`src/rtl/decode_issue.sv`:
```
// Decode/issue stage: turns DLX instruction words into ALU control plus
// operands, reads the register file with writeback forwarding, and holds the
// result in one output register toward the execute stage.
//
// Handshakes: a transfer happens on a rising edge where valid and ready are
// both high. instr_ready depends only on flush, alu_valid and alu_ready, never
// on instr_valid. Once alu_valid is high the payload holds until alu_ready is
// seen high or a flush arrives. The only change allowed while held is
// forwarding of a writeback into a register-sourced operand.
module decode_issue #(
  parameter int DATA_WIDTH     = 32,
  parameter int OPCODE_WIDTH   = 3,
  parameter int REG_ADDR_WIDTH = 5
) (
  input  logic                      clk,
  input  logic                      rst,
  input  logic                      flush,
  input  logic                      instr_valid,
  output logic                      instr_ready,
  input  logic [31:0]               instr_data,
  output logic [REG_ADDR_WIDTH-1:0] rf_rd_addr_a,
  output logic [REG_ADDR_WIDTH-1:0] rf_rd_addr_b,
  input  logic [DATA_WIDTH-1:0]     rf_rd_data_a,
  input  logic [DATA_WIDTH-1:0]     rf_rd_data_b,
  input  logic                      wb_en,
  input  logic [REG_ADDR_WIDTH-1:0] wb_addr,
  input  logic [DATA_WIDTH-1:0]     wb_data,
  output logic                      alu_valid,
  input  logic                      alu_ready,
  output logic [DATA_WIDTH-1:0]     alu_data_in_a,
  output logic [DATA_WIDTH-1:0]     alu_data_in_b,
  output logic [OPCODE_WIDTH-1:0]   alu_opcode,
  output logic [OPCODE_WIDTH-1:0]   alu_function,
  output logic                      alu_rd_en,
  output logic [REG_ADDR_WIDTH-1:0] alu_rd_addr,
  output logic                      illegal_instr
);

  localparam logic [OPCODE_WIDTH-1:0] OPC_TYPE_R = OPCODE_WIDTH'(0);
  localparam logic [OPCODE_WIDTH-1:0] OPC_ADDI   = OPCODE_WIDTH'(1);
  localparam logic [OPCODE_WIDTH-1:0] OPC_SUBI   = OPCODE_WIDTH'(2);
  localparam logic [OPCODE_WIDTH-1:0] OPC_ANDI   = OPCODE_WIDTH'(3);
  localparam logic [OPCODE_WIDTH-1:0] OPC_ORI    = OPCODE_WIDTH'(4);

  // Instruction fields
  logic [5:0]                op;
  logic [5:0]                func;
  logic [REG_ADDR_WIDTH-1:0] rs1;
  logic [REG_ADDR_WIDTH-1:0] rs2;
  logic [REG_ADDR_WIDTH-1:0] rd_r;
  logic [REG_ADDR_WIDTH-1:0] rd_i;
  logic signed [15:0]        imm_s;
  logic [DATA_WIDTH-1:0]     imm_sext;
  logic [DATA_WIDTH-1:0]     imm_zext;
  logic                      unused_shamt;

  assign op           = instr_data[31:26];
  assign func         = instr_data[5:0];
  assign rs1          = REG_ADDR_WIDTH'(instr_data[25:21]);
  assign rs2          = REG_ADDR_WIDTH'(instr_data[20:16]);
  assign rd_r         = REG_ADDR_WIDTH'(instr_data[15:11]);
  assign rd_i         = REG_ADDR_WIDTH'(instr_data[20:16]);
  assign imm_s        = instr_data[15:0];
  assign imm_sext     = DATA_WIDTH'(imm_s);
  assign imm_zext     = DATA_WIDTH'(instr_data[15:0]);
  assign unused_shamt = ^instr_data[10:6];

  assign rf_rd_addr_a = rs1;
  assign rf_rd_addr_b = rs2;

  // Decoded payload
  logic                      dec_legal;
  logic [OPCODE_WIDTH-1:0]   dec_opcode;
  logic [OPCODE_WIDTH-1:0]   dec_function;
  logic                      dec_b_reg;
  logic [REG_ADDR_WIDTH-1:0] dec_rd;
  logic [DATA_WIDTH-1:0]     dec_a;
  logic [DATA_WIDTH-1:0]     dec_b;
  logic [DATA_WIDTH-1:0]     opnd_a;
  logic [DATA_WIDTH-1:0]     opnd_b;

  // Held source registers, used to forward writebacks into a stalled payload
  logic [REG_ADDR_WIDTH-1:0] src_a;
  logic [REG_ADDR_WIDTH-1:0] src_b;
  logic                      src_b_reg;
  logic                      accept;
  logic                      wb_hit_a;
  logic                      wb_hit_b;

  // Operand read: r0 is hard zero, a same-cycle writeback beats the file
  always_comb begin
    opnd_a = rf_rd_data_a;
    opnd_b = rf_rd_data_b;
    if (rs1 == '0)                       opnd_a = '0;
    else if (wb_en && (wb_addr == rs1))  opnd_a = wb_data;
    if (rs2 == '0)                       opnd_b = '0;
    else if (wb_en && (wb_addr == rs2))  opnd_b = wb_data;
  end

  // Opcode/function translation and legality check
  always_comb begin
    dec_legal    = 1'b1;
    dec_opcode   = OPC_TYPE_R;
    dec_function = '0;
    dec_b_reg    = 1'b0;
    dec_rd       = rd_i;
    dec_a        = opnd_a;
    dec_b        = imm_sext;
    case (op)
      6'h00: begin
        dec_b_reg = 1'b1;
        dec_rd    = rd_r;
        dec_b     = opnd_b;
        case (func)
          6'h20:   dec_function = OPCODE_WIDTH'(0);
          6'h22:   dec_function = OPCODE_WIDTH'(1);
          6'h24:   dec_function = OPCODE_WIDTH'(2);
          6'h25:   dec_function = OPCODE_WIDTH'(3);
          6'h0E:   dec_function = OPCODE_WIDTH'(4);
          6'h0F:   dec_function = OPCODE_WIDTH'(5);
          6'h28:   dec_function = OPCODE_WIDTH'(6);
          6'h2F:   dec_function = OPCODE_WIDTH'(7);
          default: dec_legal    = 1'b0;
        endcase
      end
      6'h08: dec_opcode = OPC_ADDI;
      6'h0A: dec_opcode = OPC_SUBI;
      6'h0C: begin
        dec_opcode = OPC_ANDI;
        dec_b      = imm_zext;
      end
      6'h0D: begin
        dec_opcode = OPC_ORI;
        dec_b      = imm_zext;
      end
      default: dec_legal = 1'b0;
    endcase
  end

  assign instr_ready = !flush && (!alu_valid || alu_ready);
  assign accept      = instr_valid && instr_ready;
  assign wb_hit_a    = wb_en && (wb_addr != '0) && (wb_addr == src_a);
  assign wb_hit_b    = wb_en && (wb_addr != '0) && src_b_reg && (wb_addr == src_b);

  // Output pipeline register: load on accept, drop on retire/flush, forward while stalled
  always_ff @(posedge clk or posedge rst) begin
    if (rst) begin
      alu_valid     <= 1'b0;
      illegal_instr <= 1'b0;
      alu_data_in_a <= '0;
      alu_data_in_b <= '0;
      alu_opcode    <= '0;
      alu_function  <= '0;
      alu_rd_en     <= 1'b0;
      alu_rd_addr   <= '0;
      src_a         <= '0;
      src_b         <= '0;
      src_b_reg     <= 1'b0;
    end else if (flush) begin
      alu_valid     <= 1'b0;
      illegal_instr <= 1'b0;
    end else if (accept) begin
      alu_valid     <= dec_legal;
      illegal_instr <= !dec_legal;
      if (dec_legal) begin
        alu_data_in_a <= dec_a;
        alu_data_in_b <= dec_b;
        alu_opcode    <= dec_opcode;
        alu_function  <= dec_function;
        alu_rd_en     <= (dec_rd != '0);
        alu_rd_addr   <= dec_rd;
        src_a         <= rs1;
        src_b         <= rs2;
        src_b_reg     <= dec_b_reg;
      end
    end else begin
      illegal_instr <= 1'b0;
      if (alu_valid && alu_ready) begin
        alu_valid <= 1'b0;
      end else if (alu_valid) begin
        if (wb_hit_a) alu_data_in_a <= wb_data;
        if (wb_hit_b) alu_data_in_b <= wb_data;
      end
    end
  end

endmodule

```
`config.mk`:
```
export PLATFORM = sky130hd
export DESIGN_NAME = decode_issue
export DESIGN_NICKNAME = d
export VERILOG_FILES = /design/src/rtl/decode_issue.sv
export SDC_FILE = /design/constraint.sdc
export NUM_CORES = 1
export LEC_CHECK = 0
export CAP_MARGIN = 30
export CORE_MARGIN = 2
export CORE_UTILIZATION = 30
export DETAILED_ROUTE_END_ITERATION = 10
export HOLD_SLACK_MARGIN = 0.1
export PLACE_DENSITY = 0.58
export SLEW_MARGIN = 15
export SYNTH_ARGS = -nofsm -noshare
export SYNTH_HDL_FRONTEND = slang
export SYNTH_SLANG_ARGS = --single-unit
```
`constraint.sdc`:
```
create_clock -name clk -period 3.7 [get_ports clk]
set_input_delay 0.555 -clock clk [delete_from_list [all_inputs] [get_ports clk]]
set_output_delay 0.555 -clock clk [all_outputs]
set_load 0.01 [all_outputs]
```
==> results by group <==
Worst setup path
  • Crit path from: instr_data[2]
  • Reg2reg start: alu_valid$_DFFE_PP0P_
  • Critical Path RT: between 3 and 4 ns
  • CP startpoint kind: primary input
  • Critical Path AT: ~3.1 ns
  • Critical path class: in2reg
  • Largest fanout on the critical path: 32
  • CP Capture Type: flop

Logic synthesis
  • Syn_area_per_cell: approximately 11 um^2
  • Largest family of logic cells by synthesized area: compound AO/OA/AOI/OAI gates
  • Share of the synthesized area in the top cell type: 0.418
  • Top post-synthesis cells by area: dfrtp_1 42%, mux2_1 12%, a32o_1 6.0%
  • Top_reg_cell synth: dfrtp_1
  • Mapped Area: around 5300 um^2
  • Synth warnings: 0
  • Most frequent cell after synthesis: dfrtp_1
  • Most instantiated cells after synthesis: 89 x dfrtp_1, 55 x mux2_1, 35 x clkbuf_1, 35 x inv_1, 32 x a32o_1
  • Number of synthesized flops with an enable pin: 0
  • Async SR Flop Fraction: 1.00
  • Syn Nets: 636
  • Fraction of the mapped netlist area in adder cells: 0
  • Synth unique cells: 45
  • Yosys top cell by area: dfrtp_1
  • Sequential fraction of the synthesis area: 0.418
  • Multiplexer share of the synthesized area: 0.190
  • Post-synthesis compound-gate area fraction: 0.208
  • Xor/xnor share of the synthesized area: 0.0345
  • #FFs+latches synth: slightly below 90
  • Simple-Gate Fraction of Synth Area: 0.0725
  • Post-synthesis cell count: just under 500

Drt
  • Met3 routed WL: around 1500 um
  • Vias per cell: 5.35
  • Routed wl met2: 8720 um
  • M1 wire length: just over 8000 um
  • Vias: between 4000 and 5000
  • Total Wirelength: between 15000 and 20000 um
  • Wirelength per Cell: 20.3 um
  • TritonRoute pass-1 iters: 5
  • DRT iter0 DRCs: 278
  • Top Metal Used: met4
  • Residual DRC: 0
  • Antenna-violating nets left: 0

Clocking
  • CTS buffer count: 9
  • Number of clock sinks: 89
  • CTS max path bufs: 2
  • H-tree level count: 3
  • Clk_lat worst skew: ~0.35 ns
  • Reg clk slew, reported paths: 0.07 ns
  • Post-CTS Setup Bufs: 0
  • CTS Root Cell: clkbuf_16
  • Resized cells post-CTS: 0
  • CTS tree: yes
  • Hold-fix buffers, CTS: 0

Finish
  • N_diodes: 0
  • Final core occ: 0.466
  • Layout cells sized above 1: 0.0944
  • Fin area: a little over 8000 um^2
  • Area Overhead vs Synth: 51.5%
  • Filler cells: between 1500 and 2000
  • Final net count: roughly 830

Die
  • Die X: approximately 140 um
  • Die Ht: ~140 um
  • Rows: between 40 and 50
  • Core Region: 17400 um^2
  • Boundary Pins: ~230
  • Initial Utilization: 0.307
  • Die area: between 15000 and 20000 um^2

Power
  • Sequential share of power: 0.390
  • Power per cell area: between 400 and 500 nW/um^2
  • Cell internal pwr: between 0.002 and 0.0025 W
  • Power share of the clock group: 0.293
  • Psw: a little under 0.001 W
  • P_leak: 3.49 nW
  • Net Sw Frac: 0.294
  • Peak supply drop: about 200 uV
  • Comb pwr share: 0.316

Global route
  • Grt total ovfl: 0
  • GRT Overall Usage: 0.196
  • Initial antenna violation count: 0
  • Largest net degree at the start of global routing: 56
  • First-pass GRT wire length: 28200 um
  • Number of global-route vias before repair: approximately 5000

Timing
  • Final worst path period share: 0.778
  • Slew Limit Fails: 0
  • Setup Total Neg Slack: 0 ns
  • Setup violations, final: 0
  • Worst-margin pin slew: between 0.8 and 0.9 ns
  • Worst rel slew slack: 0.405
  • Tmin final: between 2 and 3 ns
  • Clk_skew: 0.00620 ns
  • Hold_ws: 0.492 ns
  • RSZ-0062 raised after global routing: false
  • Final Hold Vio Count: 0
  • F_max: ~0.35 GHz
  • Setup ws final: 0.820 ns

Hold path
  • Worst hold path type: reg2reg
  • Hold path start: alu_data_in_b[25]$_DFFE_PP0P_

Place
  • DP HPWL: 13900 um
  • Pre-CTS setup slack: 0.470 ns
  • GP Congestion: 0.847
  • PortBufs: 227
  • Placed Area: 7780 um^2

Flow run
  • Max-cap viol count: 0

Status
  • Status: completed
routing by layer:
layer,track usage,vias to the layer above
li1,-,2275
met1,0.262,2422
met2,0.308,215
met3,0.0486,27
met4,0.0722,0
met5,0,-
kinds of logic (layout without fill, tap and decap cells):
logic type / after synthesis / count (layout)
buffers and inverters: 95 / 297
and+or+nand+nor: 71 / 71
DFF: 89 / 89
muxes: 92 / 92
xor gates and xnor gates: 21 / 21
AOI/OAI and AO/OA: 129 / 129
cell usage in the layout, fill, tap and decap left out, types with 2 or more instances in the layout:
cell | synthesis | final
nand2_1 | 24 | 24
a221o_1 | 16 | 16
dfrtp_1 | 89 | 89
inv_6 | 0 | 2
and3_1 | 3 | 3
nor2_1 | 8 | 7
nor3_1 | 4 | 4
nor2b_1 | 2 | 2
nor4_1 | 4 | 4
o211a_1 | 14 | 14
buf_4 | 10 | 18
or4_1 | 4 | 4
a32o_1 | 32 | 32
nand3_1 | 6 | 6
or2_2 | 2 | 2
clkbuf_16 | 0 | 9
nand2b_1 | 2 | 2
nand4_1 | 4 | 4
o21ai_0 | 6 | 6
clkinv_4 | 0 | 2
nor3_4 | 0 | 2
a21oi_1 | 3 | 2
mux2i_1 | 17 | 17
mux2_1 | 55 | 55
clkdlybuf4s50_1 | 0 | 227
mux2_2 | 20 | 20
xor2_1 | 7 | 7
o211ai_1 | 4 | 4
xnor2_1 | 14 | 14
o2111ai_1 | 16 | 16
a31oi_1 | 30 | 30
inv_1 | 35 | 34
area by class of cell:
| class | count | area, um^2 | area share |
|---|---|---|---|
| clock buffers | 9 | 225 | 0.0279 |
| clock inverters | 7 | 77.6 | 0.00960 |
| inverters | 36 | 138 | 0.0170 |
| multi-input cells | 313 | 2730 | 0.337 |
| flip-flops and latches | 89 | 2230 | 0.276 |
| well taps | 225 | 282 | 0.0348 |
| repair buffers | 245 | 2410 | 0.298 |
final timing paths:
check                           cells past startpoint                       endpoint  slack [ns]
worst min register to register                      1  alu_data_in_b[25]$_DFFE_PP0P_        0.49
worst min-delay path                                1  alu_data_in_b[25]$_DFFE_PP0P_        0.49
worst max register to register                      6  alu_data_in_b[15]$_DFFE_PP0P_        1.31
max in group asynchronous                           3   alu_data_in_b[0]$_DFFE_PP0P_        2.29
min in group asynchronous                           2           src_a[2]$_DFFE_PP0P_        0.66
worst max-delay path                                7  alu_data_in_b[15]$_DFFE_PP0P_        0.82
through the flow:
stage / std cells / total power, W
floorplan: 497 / 0.00169
global placement: 908 / 0.00232
detailed placement: 908 / 0.00234
CTS: 924 / 0.00331
global route: 924 / 0.00344
finish: 924 / 0.00327
critical path, stage by stage:
cell             delay (ns)
clkdlybuf4s50_1        0.66
nand3_1                0.15
or2_2                  0.34
a2111oi_4              0.63
nor3_4                 0.09
buf_4                  0.31
mux2_1                 0.37
power groups by stage:
stage | clock network (W) | logic [W] | registers [W]
2_1_floorplan | 0 | 0.000333 | 0.00136
3_3_place_gp | 0 | 0.00103 | 0.00129
3_5_place_dp | 0 | 0.00104 | 0.00129
4_1_cts | 0.000982 | 0.00105 | 0.00128
5_1_grt | 0.00103 | 0.00111 | 0.00130
6_report | 0.000961 | 0.00104 | 0.00128
(Power assumes the default switching activity.)
